### src/rtl/seq_det_event_logger.sv
// seq_det_event_logger: turns 1001/1110 detector codes into timestamped records
// queued in a small FIFO, with saturating per-type counters and sticky flags.
module seq_det_event_logger #(
    parameter int FIFO_DEPTH = 4
) (
    input  logic       clk,
    input  logic       rst_n,
    input  logic [3:0] code,
    input  logic       clr,
    input  logic       evt_ready,
    output logic       evt_valid,
    output logic [8:0] evt_data,
    output logic [2:0] fifo_level,
    output logic [7:0] cnt_1001,
    output logic [7:0] cnt_1110,
    output logic       ovf,
    output logic       err
);
    logic [7:0] ts;
    logic [3:0] prev_code;
    logic [8:0] mem [FIFO_DEPTH];
    logic [1:0] wr_ptr;
    logic [1:0] rd_ptr;
    logic       hit_1001;
    logic       hit_1110;
    logic       illegal;
    logic       push;
    logic       pop;
    logic       full;
    logic       wr_en;
    logic       drop;

    always_comb begin
        hit_1001  = code == 4'b1001 && prev_code != 4'b1001;
        hit_1110  = code == 4'b1110;
        illegal   = !(code == 4'b0000 || code == 4'b1001 || code == 4'b1110);
        push      = hit_1001 || hit_1110;
        evt_valid = fifo_level != 3'd0;
        pop       = evt_valid && evt_ready;
        full      = fifo_level == 3'(FIFO_DEPTH);
        // a pop in the same cycle frees the slot, so a full FIFO still accepts
        wr_en     = push && (!full || pop);
        drop      = push && full && !pop;
        evt_data  = evt_valid ? mem[rd_ptr] : 9'd0;
    end

    always_ff @(posedge clk or negedge rst_n) begin
        if (!rst_n) begin
            ts         <= 8'd0;
            prev_code  <= 4'b0000;
            wr_ptr     <= 2'd0;
            rd_ptr     <= 2'd0;
            fifo_level <= 3'd0;
            cnt_1001   <= 8'd0;
            cnt_1110   <= 8'd0;
            ovf        <= 1'b0;
            err        <= 1'b0;
        end else begin
            ts         <= ts + 8'd1;
            prev_code  <= code;
            wr_ptr     <= wr_ptr + 2'(wr_en);
            rd_ptr     <= rd_ptr + 2'(pop);
            fifo_level <= fifo_level + 3'(wr_en) - 3'(pop);
            cnt_1001   <= clr ? 8'd0 : cnt_1001 + 8'(hit_1001 && cnt_1001 != 8'hff);
            cnt_1110   <= clr ? 8'd0 : cnt_1110 + 8'(hit_1110 && cnt_1110 != 8'hff);
            ovf        <= !clr && (ovf || drop);
            err        <= !clr && (err || illegal);
        end
    end

    always_ff @(posedge clk) begin
        if (wr_en) mem[wr_ptr] <= {hit_1110, ts};
    end
endmodule

### config.mk
export PLATFORM = sky130hd
export DESIGN_NAME = seq_det_event_logger
export DESIGN_NICKNAME = d
export VERILOG_FILES = /design/src/rtl/seq_det_event_logger.sv
export SDC_FILE = /design/constraint.sdc
export NUM_CORES = 1
export LEC_CHECK = 0
export ABC_AREA = 1
export BUFFER_PORTS_ARGS = -buffer_cell sky130_fd_sc_hd__buf_2
export CAP_MARGIN = 0
export CORE_MARGIN = 3
export CORE_UTILIZATION = 50
export CTS_BUF_LIST = sky130_fd_sc_hd__clkbuf_8
export CTS_CLUSTER_DIAMETER = 80
export DETAILED_ROUTE_END_ITERATION = 8
export PLACE_DENSITY = 0.69
export SLEW_MARGIN = 20
export SYNTH_ARGS = -nofsm -noshare
export SYNTH_HDL_FRONTEND = slang
export SYNTH_SLANG_ARGS = --single-unit
export TNS_END_PERCENT = 50
### constraint.sdc
create_clock -name clk -period 2.3 [get_ports clk]
set_input_delay 0.115 -clock clk [delete_from_list [all_inputs] [get_ports clk]]
set_output_delay 0.115 -clock clk [all_outputs]
set_load 0.02 [all_outputs]
==> run_results.csv <==
group,metric,value,unit
placement,io_buffers,38,
synth,synth-seq-cells,73,
global_routing,grt_first_pass_wirelength,9459,um
clock_tree,clock_insertion_delay_worst_skew,0.34,ns
power_and_ir_drop,p_clk_share,26.3,%
detailed_routing,average_wire_length_per_cell_after_detail_routing,13.64,um
detailed_routing,drt_drc_violations_left,0,
sta,worst_tran_pin_value,0.8162,ns
clock_tree,clock_sinks,73,
final_layout,insertedDiodeCount,0,
power_and_ir_drop,cell_internal_pwr,0.002341,W
sta,relSlewSlack,45.59,%
sta,layout_min_cycle_time,2.166,ns
clock_tree,cts.clk_slew.worst_paths,0.07,ns
setup_path,cp_data_arrival_time,2.40,ns
floorplan,fp-row-count,27,
floorplan,die_width,84.56,um
setup_path,worst_setup_path_end_kind,"register",
setup_path,worstSetupPathType,"input port to register",
detailed_routing,vias,2120,
power_and_ir_drop,share_comb_of_total_power,29.5,%
power_and_ir_drop,cellPowerDensity,1001,mW/mm2
floorplan,floorplan.die.height,84.56,um
floorplan,fp.coreArea,0.005743,mm2
synth,synthCells,286,
final_layout,stdcell_count,415,
sta,hold_violation_total_from_the_final_report,0,
setup_path,cp_data_required_time,2.54,ns
detailed_routing,detailedRoute.firstIterationViolations,162,
sta,report.final.setup_viol,0,
synth,syn-mean-instance-area,10.79,um2
sta,hold-worst-slack,0.1152,ns
detailed_routing,detailedRoute.firstPassIterationCount,4,
clock_tree,ctsHtreeMaxLevel,3,
clock_tree,num_cts_buffers,9,
sta,unrepaired_setup_endpoints_after_global_routing,"no",
final_layout,share_of_the_core_filled_with_cells,62.68,%
global_routing,grt_usage,17.22,%
detailed_routing,totalWireLength,5659,um
global_routing,grt.overflow.total,0,
global_routing,antenna_violations_before_repair,0,
sta,clock.fmax,0.4618,GHz
synth,synthDistinctLibCells,27,
final_layout,layout.nets,356,
final_layout,n_fill_cell,464,
placement,numPlacedInstances,393,
setup_path,rr_worst_depth,10,
power_and_ir_drop,pwr-share-seq,44.2,%
power_and_ir_drop,power.share.switching,35.01,%
power_and_ir_drop,switching_power,0.001261,W
synth,syn-num-nets,304,
global_routing,first_global_vias,1979,
sta,final_critical_path_share_of_the_clock_period,94.16,%
setup_path,crit_start,"code[1]",
detailed_routing,routed_via_density,5.108,
clock_tree,clockBufferDepth,2,
placement,gp_congestion,0.7577,
floorplan,die_area,0.007150,mm2
floorplan,initial_cell_density_of_the_core,53.73,%
setup_path,timing.critical_path.from_type,"input port",
synth,synth-seq-area-share,65.04,%
detailed_routing,drt.antenna.violating_nets,0,
global_routing,grt_max_degree,38,
worst_hold_path,worstHoldPathType,"input port to register",
job,cap_viol_max_count,0,
sta,report.final.slew_viol_count,0,
setup_path,critical_path.max_fanout,3,
final_layout,layout_cells_sized_above_1,20.12,%
final_layout,flow.area_growth_from_synthesis,16.67,%
setup_path,reg2reg_from,"fifo_level[1]$_DFF_PN0_",
outcome,outcome,"finished clean",
clock_tree,tritoncts,"done",
power_and_ir_drop,leakage,1.600,nW
power_and_ir_drop,worst_ir_drop_vdd,0.0007359,V
setup_path,r2r-end,"fifo_level[1]$_DFF_PN0_",
sta,fin_setup_tns,0,ns
setup_path,crit_end,"fifo_level[1]$_DFF_PN0_",
sta,clock_skew,0.007769,ns
synth,post_synth_instance_area,0.003085,mm2
synth,synthesis.yosys.warnings,0,
setup_path,timing.reg2reg.setup_slack,0.16,ns
placement,dpl_hpwl,3721,um
clock_tree,clockRootBuffer,"sky130_fd_sc_hd__clkbuf_8",
floorplan,num_ports,39,
worst max-delay path, cell delays in order:
cell	delay [ns]
sky130_fd_sc_hd__dlygate4sd3_1	0.60
sky130_fd_sc_hd__inv_2	0.08
sky130_fd_sc_hd__nand2_1	0.07
sky130_fd_sc_hd__nor2_2	0.16
sky130_fd_sc_hd__nand2_2	0.09
sky130_fd_sc_hd__a21oi_2	0.18
sky130_fd_sc_hd__inv_2	0.06
sky130_fd_sc_hd__ha_1	0.26
sky130_fd_sc_hd__inv_1	0.06
sky130_fd_sc_hd__ha_1	0.13
sky130_fd_sc_hd__inv_1	0.05
sky130_fd_sc_hd__fa_2	0.51
sky130_fd_sc_hd__inv_1	0.04
metal layers:
metal  GRT usage [%]  wire length (um)  up-vias
li1                -                 -     1050
met1           24.61              2680     1008
met2           25.48              2590       52
met3           4.122               285       10
met4           6.906               102        0
met5               0                 0        -
cells in the final DEF, fill, tap and decap left out, types with 2 or more instances in the layout:
cell and instances:
sky130_fd_sc_hd__nor2_1 65, sky130_fd_sc_hd__dfrtp_1 37, sky130_fd_sc_hd__buf_2 36, sky130_fd_sc_hd__edfxtp_1 36, sky130_fd_sc_hd__nand2_1 28, sky130_fd_sc_hd__inv_1 21, sky130_fd_sc_hd__o21ai_0 21, sky130_fd_sc_hd__a21oi_1 18
sky130_fd_sc_hd__nand3_1 10, sky130_fd_sc_hd__xor2_1 9, sky130_fd_sc_hd__ha_1 9, sky130_fd_sc_hd__clkbuf_8 9, sky130_fd_sc_hd__buf_4 6, sky130_fd_sc_hd__nor2_2 5, sky130_fd_sc_hd__dlygate4sd3_1 5, sky130_fd_sc_hd__xnor2_1 4
sky130_fd_sc_hd__inv_2 4, sky130_fd_sc_hd__nor3_1 4, sky130_fd_sc_hd__nand4_1 3, sky130_fd_sc_hd__clkinv_1 2, sky130_fd_sc_hd__clkinv_2 2, sky130_fd_sc_hd__clkinvlp_4 2
cells in the mapped netlist:
cell	n	area, um2
sky130_fd_sc_hd__buf_2	1	5.000
sky130_fd_sc_hd__or2_2	1	6.260
sky130_fd_sc_hd__nand3_1	10	50.05
sky130_fd_sc_hd__ha_1	9	112.6
sky130_fd_sc_hd__nor2_1	65	244.0
sky130_fd_sc_hd__clkinv_1	1	3.750
sky130_fd_sc_hd__o21ai_1	1	5.000
sky130_fd_sc_hd__edfxtp_1	36	1081
sky130_fd_sc_hd__o21ai_0	21	105.1
sky130_fd_sc_hd__clkbuf_1	1	3.750
sky130_fd_sc_hd__nor3_1	4	20.02
sky130_fd_sc_hd__inv_2	2	7.510
sky130_fd_sc_hd__xor2_1	9	78.83
sky130_fd_sc_hd__nor2_2	5	31.28
sky130_fd_sc_hd__nand4_1	3	18.77
sky130_fd_sc_hd__clkbuf_2	1	5.000
sky130_fd_sc_hd__nand2_2	1	6.260
sky130_fd_sc_hd__inv_1	22	82.58
sky130_fd_sc_hd__buf_6	1	11.26
sky130_fd_sc_hd__dfrtp_1	37	925.9
sky130_fd_sc_hd__nand2_1	28	105.1
sky130_fd_sc_hd__xnor2_1	4	35.03
sky130_fd_sc_hd__a21oi_1	18	90.09
sky130_fd_sc_hd__o21a_1	1	7.510
sky130_fd_sc_hd__fa_1	1	20.02
sky130_fd_sc_hd__buf_4	2	15.01
sky130_fd_sc_hd__a21oi_2	1	8.760
sequential cells by signal, indices dropped and copies added (netlist names):
register    flops
cnt_1001        8
cnt_1110        8
err             1
fifo_level      3
mem            36
ovf             1
prev_code       4
rd_ptr          2
ts              8
wr_ptr          2
final cells by class:
cell class                 count  area, um2  area share (%)
multi-input combinational    182      947.2           26.31
inverter                      25      93.84           2.607
clock inverter                 7      62.56           1.738
tap                           72      90.09           2.503
clock buffer                   9      123.9           3.441
timing repair buffer          47      275.3           7.647
sequential                    73       2007           55.75
per-stage QoR:
| stage | area, um2 | setup slack [ns] | power (W) |
|---|---|---|---|
| global placement | 3348 | 0.1807 | 0.002649 |
| finish | 3600 | 0.1343 | 0.003602 |
| global route | 3600 | 0.01125 | 0.003842 |
| floorplan | 3085 | 0.07290 | 0.002364 |
| CTS | 3585 | 0.07034 | 0.003635 |
| detailed placement | 3348 | 0.1016 | 0.002683 |
cell families after synthesis:
logic type	after synthesis	share of synthesized area, %
compound gates	42	7.015
xor+xnor	13	3.690
fa+ha+maj	10	4.299
buf+inv	31	4.338
flops	73	65.04
simple gates	117	15.61
worst min-delay path by stage:
stage          startpoint  slack (ns)                     to  cells after the start
4_1_cts               clr        0.11          ovf$_DFF_PN0_                      2
3_3_place_gp        rst_n        0.25  cnt_1001[3]$_DFF_PN0_                      1
6_report              clr        0.12          ovf$_DFF_PN0_                      2
2_1_floorplan       rst_n       -0.18  cnt_1001[0]$_DFF_PN0_                      0
5_1_grt               clr        0.11  cnt_1110[4]$_DFF_PN0_                      2
3_5_place_dp        rst_n        0.26  cnt_1001[3]$_DFF_PN0_                      1
power groups by stage:
stage / Sequential (W) / Combinational [W] / Clock (W)
2_1_floorplan: 0.00160 / 0.000767 / 0
3_3_place_gp: 0.00161 / 0.00103 / 0
3_5_place_dp: 0.00162 / 0.00106 / 0
4_1_cts: 0.00159 / 0.00107 / 0.000968
5_1_grt: 0.00161 / 0.00119 / 0.00104
6_report: 0.00159 / 0.00106 / 0.000947
what timing repair did:
action	CTS	global route
buffers inserted	0	3
endpoints found under the hold margin	41	0
hold buffers	5	0
gates resized for setup	0	3
endpoints found under the setup margin	0	2
(Power assumes the default switching activity.)
